[src/rtl/tri_scan.sv]
// tri_scan: walks a width x height box in raster order, stepping EDGES edge
// functions per pixel. Define TRI_SCAN_ROW_SKIP_EN to end a row early once it leaves the triangle.
module tri_scan #(
    parameter int W     = 18,
    parameter int EDGES = 3,
    parameter int XW    = 10,
    parameter int YW    = 10
) (
    input  logic                 clock,
    input  logic                 reset,
    input  logic [W*EDGES-1:0]   a,
    input  logic [W*EDGES-1:0]   b,
    input  logic [W*EDGES-1:0]   c,
    input  logic [XW-1:0]        width,
    input  logic [YW-1:0]        height,
    input  logic                 start,
    output logic                 busy,
    output logic                 out_valid,
    input  logic                 out_ready,
    output logic [XW-1:0]        out_x,
    output logic [YW-1:0]        out_y,
    output logic                 out_inside,
    output logic                 out_last,
    output logic                 done
);

    typedef enum logic [1:0] {
        IDLE = 2'd0,
        RUN  = 2'd1,
        DONE = 2'd2
    } state_t;

    state_t               state_q, state_d;

    logic [W*EDGES-1:0]   a_q, a_d;
    logic [W*EDGES-1:0]   b_q, b_d;
    logic [W*EDGES-1:0]   e_q, e_d;
    logic [W*EDGES-1:0]   er_q, er_d;
    logic [XW-1:0]        width_q, width_d;
    logic [YW-1:0]        height_q, height_d;
    logic [XW-1:0]        x_q, x_d;
    logic [YW-1:0]        y_q, y_d;

    logic [W*EDGES-1:0]   e_step;
    logic [W*EDGES-1:0]   er_step;
    logic [EDGES-1:0]     edge_neg;

    logic                 load;
    logic                 accept;
    logic                 pix_inside;
    logic                 row_skip;
    logic                 col_end;
    logic                 row_last;

    // Each edge is an independent W-bit adder; overflow simply wraps.
    for (genvar k = 0; k < EDGES; k++) begin : g_edge
        assign e_step[W*k +: W]  = e_q[W*k +: W]  + a_q[W*k +: W];
        assign er_step[W*k +: W] = er_q[W*k +: W] + b_q[W*k +: W];
        assign edge_neg[k]       = e_q[W*k + W - 1];
    end

    assign load       = (state_q == IDLE) && start;
    assign accept     = (state_q == RUN) && out_ready;
    assign pix_inside = ~|edge_neg;
    assign col_end    = (x_q == width_q - XW'(1)) || row_skip;
    assign row_last   = (y_q == height_q - YW'(1));

`ifdef TRI_SCAN_ROW_SKIP_EN
    logic seen_in_q, seen_in_d;

    // A convex triangle cannot re-enter a row once it has been left.
    assign row_skip = seen_in_q && !pix_inside;

    always_comb begin
        seen_in_d = seen_in_q;
        if (load) begin
            seen_in_d = 1'b0;
        end else if (accept) begin
            seen_in_d = col_end ? 1'b0 : (seen_in_q | pix_inside);
        end
    end

    always_ff @(posedge clock) begin
        if (reset) begin
            seen_in_q <= 1'b0;
        end else begin
            seen_in_q <= seen_in_d;
        end
    end
`else
    assign row_skip = 1'b0;
`endif

    // NOTE: sequential state uses non-blocking assignment so every flop samples pre-edge values.
    always_ff @(posedge clock) begin
        if (reset) begin
            state_q <= IDLE;
        end else begin
            state_q <= state_d;
        end
    end

    // NOTE: every combinational output gets a default first, so no path can infer a latch.
    always_comb begin
        state_d = state_q;
        unique case (state_q)
            IDLE: begin
                if (start) begin
                    state_d = ((width == '0) || (height == '0)) ? DONE : RUN;
                end
            end
            RUN: begin
                if (accept && col_end && row_last) begin
                    state_d = DONE;
                end
            end
            DONE:    state_d = IDLE;
            default: state_d = IDLE;
        endcase
    end

    always_comb begin
        busy       = (state_q != IDLE);
        out_valid  = (state_q == RUN);
        done       = (state_q == DONE);
        out_x      = x_q;
        out_y      = y_q;
        out_inside = out_valid && pix_inside;
        out_last   = out_valid && col_end && row_last;
    end

    // Scan datapath: load on start, step on each accepted pixel.
    always_comb begin
        a_d      = a_q;
        b_d      = b_q;
        width_d  = width_q;
        height_d = height_q;
        e_d      = e_q;
        er_d     = er_q;
        x_d      = x_q;
        y_d      = y_q;
        if (load) begin
            a_d      = a;
            b_d      = b;
            width_d  = width;
            height_d = height;
            e_d      = c;
            er_d     = c;
            x_d      = '0;
            y_d      = '0;
        end else if (accept) begin
            if (!col_end) begin
                x_d = x_q + XW'(1);
                e_d = e_step;
            end else if (!row_last) begin
                x_d  = '0;
                y_d  = y_q + YW'(1);
                er_d = er_step;
                e_d  = er_step;
            end
        end
    end

    always_ff @(posedge clock) begin
        if (reset) begin
            e_q  <= '0;
            er_q <= '0;
            x_q  <= '0;
            y_q  <= '0;
        end else begin
            e_q  <= e_d;
            er_q <= er_d;
            x_q  <= x_d;
            y_q  <= y_d;
        end
    end

    // NOTE: latched scan parameters need no reset; they are always loaded before first use.
    always_ff @(posedge clock) begin
        a_q      <= a_d;
        b_q      <= b_d;
        width_q  <= width_d;
        height_q <= height_d;
    end

endmodule

[config.mk]
export PLATFORM = sky130hd
export DESIGN_NAME = tri_scan
export DESIGN_NICKNAME = d
export VERILOG_FILES = /design/src/rtl/tri_scan.sv
export SDC_FILE = /design/constraint.sdc
export NUM_CORES = 1
export LEC_CHECK = 0
export BUFFER_PORTS_ARGS = -buffer_cell sky130_fd_sc_hd__buf_2
export CAP_MARGIN = 20
export CORE_ASPECT_RATIO = 0.75
export CORE_MARGIN = 3
export CORE_UTILIZATION = 59
export DETAILED_ROUTE_END_ITERATION = 8
export PLACE_DENSITY = 0.82
export SYNTH_ARGS = -nofsm -noshare
export SYNTH_HDL_FRONTEND = slang
export SYNTH_SLANG_ARGS = --single-unit
[constraint.sdc]
create_clock -name clock -period 6.57 [get_ports clock]
set_clock_uncertainty 0.2 [all_clocks]
set_input_delay 0.3285 -clock clock [delete_from_list [all_inputs] [get_ports clock]]
set_output_delay 0.3285 -clock clock [all_outputs]
set_load 0.1 [all_outputs]
==> results.py <==
metrics = {
    "status": {
        "run_status": "finished, final reports clean",
    },
    "timing": {
        "relative_max_transition_margin_pct": 34.5,
        "finalHoldViolCount": 0,
        "final_max_slew_viol_count": 0,
        "grt_setup_unrepaired": "false",
        "max_slew.worst_pin.slew_ns": 0.979,
        "finalHoldWorstSlack_ns": 0.0266,
        "layout_min_cycle_time_ns": 4.56,
        "final.setup.tns_ns": 0,
        "layout_worst_path_cycle_share_pct": 69.4,
        "postLayoutSetupSlackWorst_ns": 2.01,
        "setup_violations": 0,
        "fmax_ghz": 0.219,
    },
    "global_routing": {
        "grt_use_total_pct": 33.4,
        "grt_most_used_layer": "met2",
        "grt_pass1_vias": 14078,
        "grt_use_met2_pct": 53.3,
        "grtUsageMet3_pct": 6.41,
        "global_route.overflow_total": 0,
        "first_pass_grt_wire_length_mm": 74.7,
        "largest_net_degree_at_the_start_of_global_routing": 81,
        "grt_antenna_before_repair": 0,
        "grt_use_met1_pct": 45.7,
    },
    "clocking": {
        "clock_sinks": 258,
        "tritoncts": "built",
        "cts-root-to-sink-buffers": 3,
        "cts_resized": 0,
        "cts_max_level": 1,
        "clk-insertion-delay-late_ns": 0.57,
        "cts-buffers-inserted": 27,
        "clk_root_buffer_cell": "clkbuf_16",
        "clock_transition_at_the_registers_of_the_reported_paths_ns": 0.06,
        "cts.repair_timing.setup_buffer_count": 0,
        "cts_hold_buffers": 177,
    },
    "die": {
        "floorplan.io_pins": 211,
        "die_height_um": 146,
        "die_w_um": 192,
        "start_util_pct": 60.8,
        "design.core.area_um2": 25300,
        "std_cell_rows": 50,
        "die-area_um2": 28000,
    },
    "synthesis": {
        "synth.mux.area_fraction_pct": 4.01,
        "synthesis.yosys.warnings": 0,
        "synthesis.instances": 1581,
        "mappedNetlistNets": 1879,
        "syn-mean-instance-area_um2": 9.71,
        "ys_ff_latch": 258,
        "yosys.area_share.adder_pct": 9.42,
        "synth_enable_flop_cells": 128,
        "netlist_area_um2": 15400,
        "synth_compound_area_share_pct": 19.4,
        "synth_cell_type_count": 81,
        "synthXorXnorAreaFrac_pct": 6.90,
        "post_synth_and_or_nand_nor_area_fraction_pct": 15.4,
        "ys_seq_area_share_pct": 42.0,
        "largest_family_of_logic_cells_by_synthesized_area": "compound AO/OA/AOI/OAI gates",
        "ys_async_sr_fraction_pct": 0,
        "synth_ff_type": "dfxtp_1",
    },
    "finish": {
        "share_of_layout_cells_above_drive_strength_1_pct": 15.4,
        "multi_input_comb_area_um2": 8500,
        "antennaDiodeCount": 0,
        "mostFrequentLayoutCells": "buf_2 (209), dlygate4sd3_1 (177), nor2_1 (147)",
        "layout.nets": 2250,
        "final-seq-area_um2": 6450,
        "postLayoutCoreUtil_pct": 76.3,
        "final_common_cell": "buf_2",
        "areaGrowthSynthToFinish_pct": 25.6,
        "fillers": 1667,
    },
    "placement": {
        "globalplace.congestion": 0.925,
        "portBuffers": 210,
        "hpwlAfterDp_mm": 30.5,
        "preCtsSetupSlack_ns": 2.24,
    },
    "setup_path": {
        "critical_path_required_ns": 6.04,
        "data_arrival_time_of_the_critical_path_ns": 4.03,
        "worstPathMaxFanout": 8,
        "criticalPathCategory": "reg2out",
        "setup.worst_path.start_class": "register",
        "crit_path_end_kind": "output pin",
    },
    "pwr": {
        "comb_power_share_pct": 27.1,
        "power_frac_clock_pct": 31.7,
        "power_frac_seq_pct": 41.2,
        "peakVddDrop_uv": 219,
        "p_leak_nw": 7.86,
        "p_sw_w": 0.00150,
        "p_int_w": 0.00320,
        "cellPowerDensity_nw_per_um2": 244,
        "power.switching_fraction_pct": 32.0,
        "overall_power_w": 0.00470,
    },
    "detailed_routing": {
        "detail-route-antenna-nets": 0,
        "firstDrtPassIters": 6,
        "drt_wl_total_mm": 48.1,
        "routed_via_density": 6.21,
        "drc": 0,
        "detailedRoute.firstIterationViolations": 1448,
        "avgRoutedWirePerCell_um": 20.8,
        "num_vias": 14348,
    },
    "hold_path": {
        "min-delay-path-class": "in2reg",
    },
    "run": {
        "drv.max_cap_violation_count": 0,
    },
}
## worst paths after layout
check	start	endpoint	slack, ns	cells past startpoint
worst max-delay path	height_q[0]	out_last	2.01	9
worst min-delay path	c[25]	e_q[25]	0.03	3
worst max register to register	width_q[3]	out_y[9]	2.18	9
worst min register to register	er_q[38]	er_q[38]	0.27	2
## power by group through the flow
stage                     Combinational, W  Clock (W)  Sequential [W]
final                              0.00127    0.00149         0.00194
after global routing               0.00139    0.00157         0.00195
after CTS                          0.00123    0.00149         0.00193
after detailed placement           0.00113          0         0.00196
after global placement             0.00109          0         0.00196
after floorplan                   0.000850          0         0.00194
## synthesized netlist by cell type, types with 5 or more instances
library cell / number / area share, %
nor2_1: 149 / 3.6
dfxtp_1: 130 / 17
edfxtp_1: 128 / 25
nand2_1: 109 / 2.7
a21oi_1: 106 / 3.5
ha_1: 106 / 8.6
o21ai_0: 80 / 2.6
xor2_1: 64 / 3.7
nor3_1: 59 / 1.9
mux2i_1: 57 / 3.7
xnor2_1: 57 / 3.3
inv_1: 45 / 1.1
clkbuf_1: 39 / 0.95
a211oi_1: 30 / 1.5
a21o_1: 26 / 1.3
a31oi_1: 25 / 1.0
o21a_1: 23 / 1.1
o21bai_1: 22 / 1.1
nand3_1: 21 / 0.68
o211ai_1: 21 / 1.0
nand3b_1: 19 / 0.93
and3_1: 15 / 0.61
or3_1: 15 / 0.61
a311oi_1: 13 / 0.74
or4_1: 13 / 0.64
a22oi_1: 12 / 0.59
buf_2: 12 / 0.39
nand2b_1: 12 / 0.49
nor4_1: 12 / 0.49
and2_1: 11 / 0.45
nor2b_1: 11 / 0.45
nand4_1: 9 / 0.37
o31ai_1: 9 / 0.44
o22ai_1: 7 / 0.29
a211o_1: 6 / 0.34
fa_1: 6 / 0.78
a2111oi_0: 5 / 0.29
nand2_2: 5 / 0.20
nor3b_1: 5 / 0.24
o21ai_1: 5 / 0.16
## per-layer routing
layer | vias to the layer above | share of wire (%)
li1 | 6647 | -
met2 | 877 | 46
met1 | 6690 | 40
met4 | 0 | 3.4
met3 | 134 | 11
met5 | - | 0
## worst max-delay path: stages, from the launching register on
cell	delay, ns
edfxtp_1	0.50
inv_1	0.11
ha_1	0.32
or3b_2	0.50
or3_1	0.32
o22ai_1	0.19
o211ai_1	0.20
or4_1	0.69
nor2_1	0.19
buf_2	0.45
## kinds of logic after synthesis
kind of cell	after synthesis
flops	258
fa+ha+maj	112
mux	61
xor+xnor	121
buf+inv	104
compound gates	442
simple gates	483
## registers in the layout (all words and copies together) (netlist names)
name,count
height_q,10
out_y,10
e_q,54
width_q,10
state_q,2
out_x,10
b_q,54
er_q,54
a_q,54
## cell type report
class | count | area share (%)
sequential | 258 | 33.4
tap | 338 | 2.19
timing repair buffer | 399 | 15.1
multi-input combinational | 1219 | 44.1
clock buffer | 34 | 3.79
clock inverter | 15 | 0.506
inverter | 47 | 0.940
## through the flow
| stage | std cells | area, µm² |
|---|---|---|
| after floorplan | 1581 | 15400 |
| final | 2310 | 19300 |
| after global routing | 2310 | 19300 |
| after CTS | 2309 | 19300 |
| after global placement | 2083 | 16700 |
| after detailed placement | 2083 | 16700 |
Note: power is estimated with default switching activity, not from simulation.
